==> src/rtl/enc_8b10b_rd.sv <==
// Registered 8b/10b encoder with running-disparity tracking and a single valid/ready output stage.
// Optional macro ENC_KCHAR_EN enables the K-character table and the k_err flag.
module enc_8b10b_rd #(
    parameter logic RD_INIT = 1'b0
) (
    input  logic       clk,
    input  logic       rst_n,
    input  logic [7:0] data_in,
    input  logic       k_in,
    input  logic       valid_in,
    output logic       ready_in,
    output logic [9:0] code_out,
    output logic       valid_out,
    input  logic       ready_out,
    output logic       rd_out,
    output logic       k_err
);

    // RD- forms of the 5b/6b table (abcdei); RD+ forms are derived by complement
    function automatic logic [5:0] d6_rdm(input logic [4:0] x);
        logic [5:0] c;
        case (x)
            5'd0:    c = 6'b100111;
            5'd1:    c = 6'b011101;
            5'd2:    c = 6'b101101;
            5'd3:    c = 6'b110001;
            5'd4:    c = 6'b110101;
            5'd5:    c = 6'b101001;
            5'd6:    c = 6'b011001;
            5'd7:    c = 6'b111000;
            5'd8:    c = 6'b111001;
            5'd9:    c = 6'b100101;
            5'd10:   c = 6'b010101;
            5'd11:   c = 6'b110100;
            5'd12:   c = 6'b001101;
            5'd13:   c = 6'b101100;
            5'd14:   c = 6'b011100;
            5'd15:   c = 6'b010111;
            5'd16:   c = 6'b011011;
            5'd17:   c = 6'b100011;
            5'd18:   c = 6'b010011;
            5'd19:   c = 6'b110010;
            5'd20:   c = 6'b001011;
            5'd21:   c = 6'b101010;
            5'd22:   c = 6'b011010;
            5'd23:   c = 6'b111010;
            5'd24:   c = 6'b110011;
            5'd25:   c = 6'b100110;
            5'd26:   c = 6'b010110;
            5'd27:   c = 6'b110110;
            5'd28:   c = 6'b001110;
            5'd29:   c = 6'b101110;
            5'd30:   c = 6'b011110;
            default: c = 6'b101011;
        endcase
        return c;
    endfunction

    // RD- forms of the 3b/4b table (fghj); y=7 picks primary or alternate form
    function automatic logic [3:0] d4_rdm(input logic [2:0] y, input logic a7);
        logic [3:0] c;
        case (y)
            3'd0:    c = 4'b1011;
            3'd1:    c = 4'b1001;
            3'd2:    c = 4'b0101;
            3'd3:    c = 4'b1100;
            3'd4:    c = 4'b1101;
            3'd5:    c = 4'b1010;
            3'd6:    c = 4'b0110;
            default: c = a7 ? 4'b0111 : 4'b1110;
        endcase
        return c;
    endfunction

    logic [9:0] code_q;
    logic       valid_q;
    logic       rd_q;
    logic       accept;

    logic [4:0] x;
    logic [2:0] y;
    logic       k_legal;
    logic       k28;
    logic       kerr_d;

    assign x = data_in[4:0];
    assign y = data_in[7:5];

`ifdef ENC_KCHAR_EN
    assign k28     = k_in & (x == 5'd28);
    assign k_legal = k28 | (k_in & (y == 3'd7) &
                     ((x == 5'd23) | (x == 5'd27) | (x == 5'd29) | (x == 5'd30)));
    assign kerr_d  = k_in & ~k_legal;
`else
    logic unused_k;
    assign unused_k = k_in;
    assign k28      = 1'b0;
    assign k_legal  = 1'b0;
    assign kerr_d   = 1'b0;
`endif

    logic [5:0] c6, code6;
    logic [3:0] c4, code4;
    logic       unbal6, unbal4, rd1, a7, alt4, rd_d;
    logic [9:0] code_d;

    always_comb begin
        c6     = k28 ? 6'b001111 : d6_rdm(x);
        unbal6 = ($countones(c6) != 3);
        // D.7 is neutral but still has distinct RD-/RD+ forms
        code6  = (rd_q & (unbal6 | (x == 5'd7))) ? ~c6 : c6;
        rd1    = rd_q ^ unbal6;
        // Alternate 7 avoids a run of five across the 6b/4b boundary
        a7     = k_legal
               | (~rd1 & ((x == 5'd17) | (x == 5'd18) | (x == 5'd20)))
               | ( rd1 & ((x == 5'd11) | (x == 5'd13) | (x == 5'd14)));
        c4     = d4_rdm(y, a7);
        unbal4 = ($countones(c4) != 2);
        // K28 neutral 4b forms alternate with RD1 so the comma pairs stay balanced
        alt4   = rd1 ? (unbal4 | (y == 3'd3))
                     : (k28 & ~unbal4 & (y != 3'd3));
        code4  = alt4 ? ~c4 : c4;
        rd_d   = rd1 ^ unbal4;
        code_d = {code6, code4};
    end

    assign ready_in = ~valid_q | ready_out;
    assign accept   = valid_in & ready_in;

    always_ff @(posedge clk or negedge rst_n) begin
        if (!rst_n) begin
            valid_q <= 1'b0;
            code_q  <= '0;
            rd_q    <= RD_INIT;
        end else if (accept) begin
            valid_q <= 1'b1;
            code_q  <= code_d;
            rd_q    <= rd_d;
        end else if (ready_out) begin
            valid_q <= 1'b0;
        end
    end

`ifdef ENC_KCHAR_EN
    logic kerr_q;
    always_ff @(posedge clk or negedge rst_n) begin
        if (!rst_n)
            kerr_q <= 1'b0;
        else if (accept)
            kerr_q <= kerr_d;
    end
    assign k_err = kerr_q;
`else
    logic unused_kerr;
    assign unused_kerr = kerr_d;
    assign k_err       = 1'b0;
`endif

    assign code_out  = code_q;
    assign valid_out = valid_q;
    assign rd_out    = rd_q;

endmodule
==> config.mk <==
export PLATFORM = sky130hd
export DESIGN_NAME = enc_8b10b_rd
export DESIGN_NICKNAME = d
export VERILOG_FILES = /design/src/rtl/enc_8b10b_rd.sv
export SDC_FILE = /design/constraint.sdc
export NUM_CORES = 1
export LEC_CHECK = 0
export ABC_AREA = 1
export CORE_MARGIN = 3
export CORE_UTILIZATION = 52
export CTS_CLUSTER_SIZE = 20
export DETAILED_ROUTE_END_ITERATION = 12
export GPL_ROUTABILITY_DRIVEN = 0
export PLACE_DENSITY = 0.8
export SYNTH_ARGS = -nofsm -noshare
export SYNTH_HDL_FRONTEND = slang
export SYNTH_SLANG_ARGS = --single-unit
==> constraint.sdc <==
create_clock -name clk -period 3 [get_ports clk]
set_input_delay 0.3 -clock clk [delete_from_list [all_inputs] [get_ports clk]]
set_output_delay 0.3 -clock clk [all_outputs]
set_load 0.005 [all_outputs]
==> results.sh, run 1 <==
export IMPL_clk_path_buf_depth=2
export IMPL_rows=17
export IMPL_status="did not finish"
export IMPL_synth_top_area_cell="dfrtp_1"
export IMPL_die_h_um=57.2
export IMPL_synth_flop_cell="dfrtp_1"
export IMPL_synthCells=197
export IMPL_syn_area_per_cell_sq_um=6.91
export IMPL_cts_htree_levels=1
export IMPL_io_buffer_count=24
export IMPL_initial_core_util=0.582
export IMPL_hpwl_um=3120
export IMPL_ys_seq_area_frac=0.221
export IMPL_ys_types=31
export IMPL_synthTopCellsByArea="dfrtp_1 (22%), nand2_1 (16%), ha_1 (10%)"
export IMPL_stop_error="[ERROR DPL-0038] Utilization greater than 100%, impossible to legalize"
export IMPL_postCtsSetupRepairBufs=56
export IMPL_cts_resized=46
export IMPL_netlist_area_sq_um=1360
export IMPL_hold_buffers=0
export IMPL_die_width_um=57.2
export IMPL_ys_warnings_count=0
export IMPL_synth_nets=225
export IMPL_numCtsBuffers=3
export IMPL_boundaryPins=27
export IMPL_synth_async_reset_ratio=1.00
export IMPL_synth_common_cells="nand2_1 (58), inv_1 (24), nand3_1 (18)"
export IMPL_synth_edf_count=0
export IMPL_cts_sinks=12
export IMPL_cts_root_buffer="clkbuf_4"
export IMPL_haltStage="4_1_cts"
export IMPL_ys_ff_latch=12
export IMPL_yosysTopAreaCellShare=0.221
export IMPL_synth_most_common_cell="nand2_1"
metrics by stage:
| stage | std cells | area [sq um] | utilization | setup slack, ns | TNS [ns] |
|---|---|---|---|---|---|
| after detailed placement | 283 | 1980 | 0.844 | -2.73 | -20.66 |
| after global placement | 283 | 1980 | 0.844 | -2.53 | -19.02 |
| after floorplan | 197 | 1440 | - | -1.68 | -9.45 |
cells by family after synthesis:
family                   share of synthesized area
other                                      0.00275
AND/OR/NAND/NOR                              0.377
buffers and inverters                        0.117
AO/OA/AOI/OAI                               0.0974
flip-flops                                   0.221
XOR/XNOR                                    0.0257
adder cells (fa/ha/maj)                      0.160
==> run 2, diff against run 1 <==
- CORE_AREA: not set -> 3 3 64 66
- CORE_MARGIN: 3 -> not set
- CORE_UTILIZATION: 52 -> not set
- CTS_CLUSTER_SIZE: 20 -> not set
- DIE_AREA: not set -> 0 0 67 69
- PLACE_DENSITY: 0.8 -> not set
- PLACE_DENSITY_LB_ADDON: not set -> 0.15
==> run 2 against run 1 <==
The flow now finishes, with violations (negative setup slack). Synthesized area unchanged. Synthesized cell count unchanged.
==> results.sh, run 2 <==
export IMPL_status="complete, but fails checks"
export IMPL_violations="negative setup slack"
export IMPL_post_drt_via_cell_ratio=4.74
export IMPL_crit_start="data_in[1]"
export IMPL_worstPathBufferInverterCount=7
export IMPL_grt_max_degree=17
export IMPL_rows=22
export IMPL_wl_met2_um=2350
export IMPL_cts_tree="yes"
export IMPL_grt_usage=0.212
export IMPL_cts_root_buffer="clkbuf_8"
export IMPL_die_area_sq_um=4620
export IMPL_syn2layout_area_growth_pct=92.8
export IMPL_synth_top_area_cell="dfrtp_1"
export IMPL_synth_flop_cell="dfrtp_1"
export IMPL_netlist_area_sq_um=1360
export IMPL_cts_htree_levels=1
export IMPL_finalCritPeriodShare=1.66
export IMPL_boundaryPins=27
export IMPL_core_area_sq_um=3630
export IMPL_crit_path_start_kind="primary input"
export IMPL_place_inst=310
export IMPL_synth_common_cells="nand2_1 (58), inv_1 (24), nand3_1 (18)"
export IMPL_numCtsBuffers=3
export IMPL_clk_insertion_delay_late_ns=0.24
export IMPL_vdd_drop_max_mv=0.212
export IMPL_hold_path_class="primary input to async pin"
export IMPL_ys_ff_latch=12
export IMPL_mostFrequentLayoutCell="buf_4"
export IMPL_setup_viol=11
export IMPL_rsz0062_at_grt="yes"
export IMPL_fin_nets=337
export IMPL_crit_required_ns=3.11
export IMPL_vias=1688
export IMPL_syn_area_per_cell_sq_um=6.91
export IMPL_layout_drive_gt1_share=0.506
export IMPL_final_cell_mix="buf_4 (79), nand2_1 (50), clkdlybuf4s50_1 (19)"
export IMPL_grt_pass1_wl_um=7820
export IMPL_crit_path_frequent_cell="fa_1"
export IMPL_power_density_nw_per_um2=588
export IMPL_crit_type="primary input to flip-flop"
export IMPL_p_total_mw=1.54
export IMPL_synth_nets=225
export IMPL_drtIter0Drc=84
export IMPL_critPathMaxStageDelay_ns=0.51
export IMPL_largest_register_ffs=10
export IMPL_initial_core_util=0.375
export IMPL_max_slew_margin_rel=0.659
export IMPL_finClkSkew_ns=0.00436
export IMPL_clk_pin_slew_ns=0.05
export IMPL_cts_sinks=12
export IMPL_die_width_um=67
export IMPL_met1Wirelength_um=1740
export IMPL_synthTopCellsByArea="dfrtp_1 (22%), nand2_1 (16%), ha_1 (10%)"
export IMPL_drtPass1Iterations=4
export IMPL_holdWs_ns=0.402
export IMPL_tightest_slew_ns=0.509
export IMPL_diodes=0
export IMPL_overflow=0
export IMPL_hold_viol_final=0
export IMPL_fmax_ghz=0.200
export IMPL_slowest_stage="fa_1"
export IMPL_maxSlewViolCount=0
export IMPL_synth_async_reset_ratio=1.00
export IMPL_maxCapViolCount=0
export IMPL_drc=0
export IMPL_layout_min_cycle_time_ns=4.99
export IMPL_r2r_start="rd_out"
export IMPL_setup_slack_ns=-1.99
export IMPL_final_fill_count=286
export IMPL_synth_most_common_cell="nand2_1"
export IMPL_cp_max_fo=5
export IMPL_io_buffer_count=24
export IMPL_routed_wl_um=4450
export IMPL_synthCells=197
export IMPL_ant_nets=0
export IMPL_synth_edf_count=0
export IMPL_met3_length_um=176
export IMPL_wire_per_inst_um=12.5
export IMPL_clk_path_buf_depth=2
export IMPL_hpwl_um=2640
export IMPL_crit_family="adder cells"
export IMPL_yosysTopAreaCellShare=0.221
export IMPL_ys_types=31
export IMPL_cp_end_kind="flip-flop"
export IMPL_arrival_ns=5.10
export IMPL_antenna_found_initial=0
export IMPL_routed_top_layer="met4"
export IMPL_ys_seq_area_frac=0.221
export IMPL_grt_pass1_vias=1783
export IMPL_fin_cells=356
export IMPL_die_h_um=69
export IMPL_ys_warnings_count=0
export IMPL_power_static_leakage_nw=1.32
==> run 2: cell counts after synthesis <==
Identical to the previous run, type by type.
==> run 2: final cells by class <==
cell class / count / area (sq um) / area share
multi-input cells: 151 / 1070 / 0.409
repair buffers: 112 / 990 / 0.377
flip-flops and latches: 12 / 300 / 0.114
inverters: 29 / 146 / 0.0558
well taps: 48 / 60.1 / 0.0229
clock buffers: 4 / 55.1 / 0.0210
==> run 2: cell families (layout without fill, tap and decap cells) <==
family	Yosys count	in the layout	synth area share
buf+inv	34	145	0.117
other cells	1	1	0.00275
compound gates	22	22	0.0974
simple gates	109	109	0.377
flops	12	12	0.221
xor+xnor	4	4	0.0257
fa+ha+maj	15	15	0.160
==> run 2: worst paths after layout <==
path | end | slack, ns | depth (start not counted)
setup / recovery | code_out[1] | -1.99 | 27
hold / removal | code_out[5] | 0.40 | 1
setup reg to reg | code_out[1] | 0.32 | 14
hold reg to reg | code_out[7] | 0.47 | 2
max in group asynchronous | code_out[4] | 2.26 | 1
min in group clk | code_out[7] | 0.47 | 2
==> run 2: repair_timing <==
| item | 4_1_cts | 5_1_grt |
|---|---|---|
| gates cloned | 2 | 0 |
| endpoints found under the hold margin | 0 | 0 |
| pin swaps | 23 | 20 |
| hold buffers | 0 | 0 |
| buffers inserted | 51 | 4 |
| resized for setup | 42 | 15 |
| endpoints found under the setup margin | 11 | 11 |
==> run 2: stage by stage <==
stage          setup TNS (ns)  worst slack [ns]  instance area, sq um  utilization
3_3_place_gp           -19.60             -2.57                  2070        0.569
4_1_cts                -13.10             -1.90                  2630        0.725
6_report               -13.27             -1.99                  2630        0.722
3_5_place_dp           -19.99             -2.63                  2070        0.569
5_1_grt                -15.21             -2.20                  2630        0.722
2_1_floorplan           -9.45             -1.68                  1440            -
==> run 2: metal layers <==
metal | global-route usage | vias to the layer above
li1 | - | 842
met1 | 0.246 | 778
met2 | 0.381 | 51
met3 | 0.0163 | 17
met4 | 0.0968 | 0
met5 | 0 | -
==> run 2: where the power goes <==
group,internal [mW],total [mW],leakage (nW),switching (mW)
Clock,0.116,0.173,0.0288,0.0571
Combinational,0.619,1.10,1.15,0.485
Sequential,0.226,0.266,0.145,0.0407
Total,0.960,1.54,1.32,0.583
(Power assumes the default switching activity.)
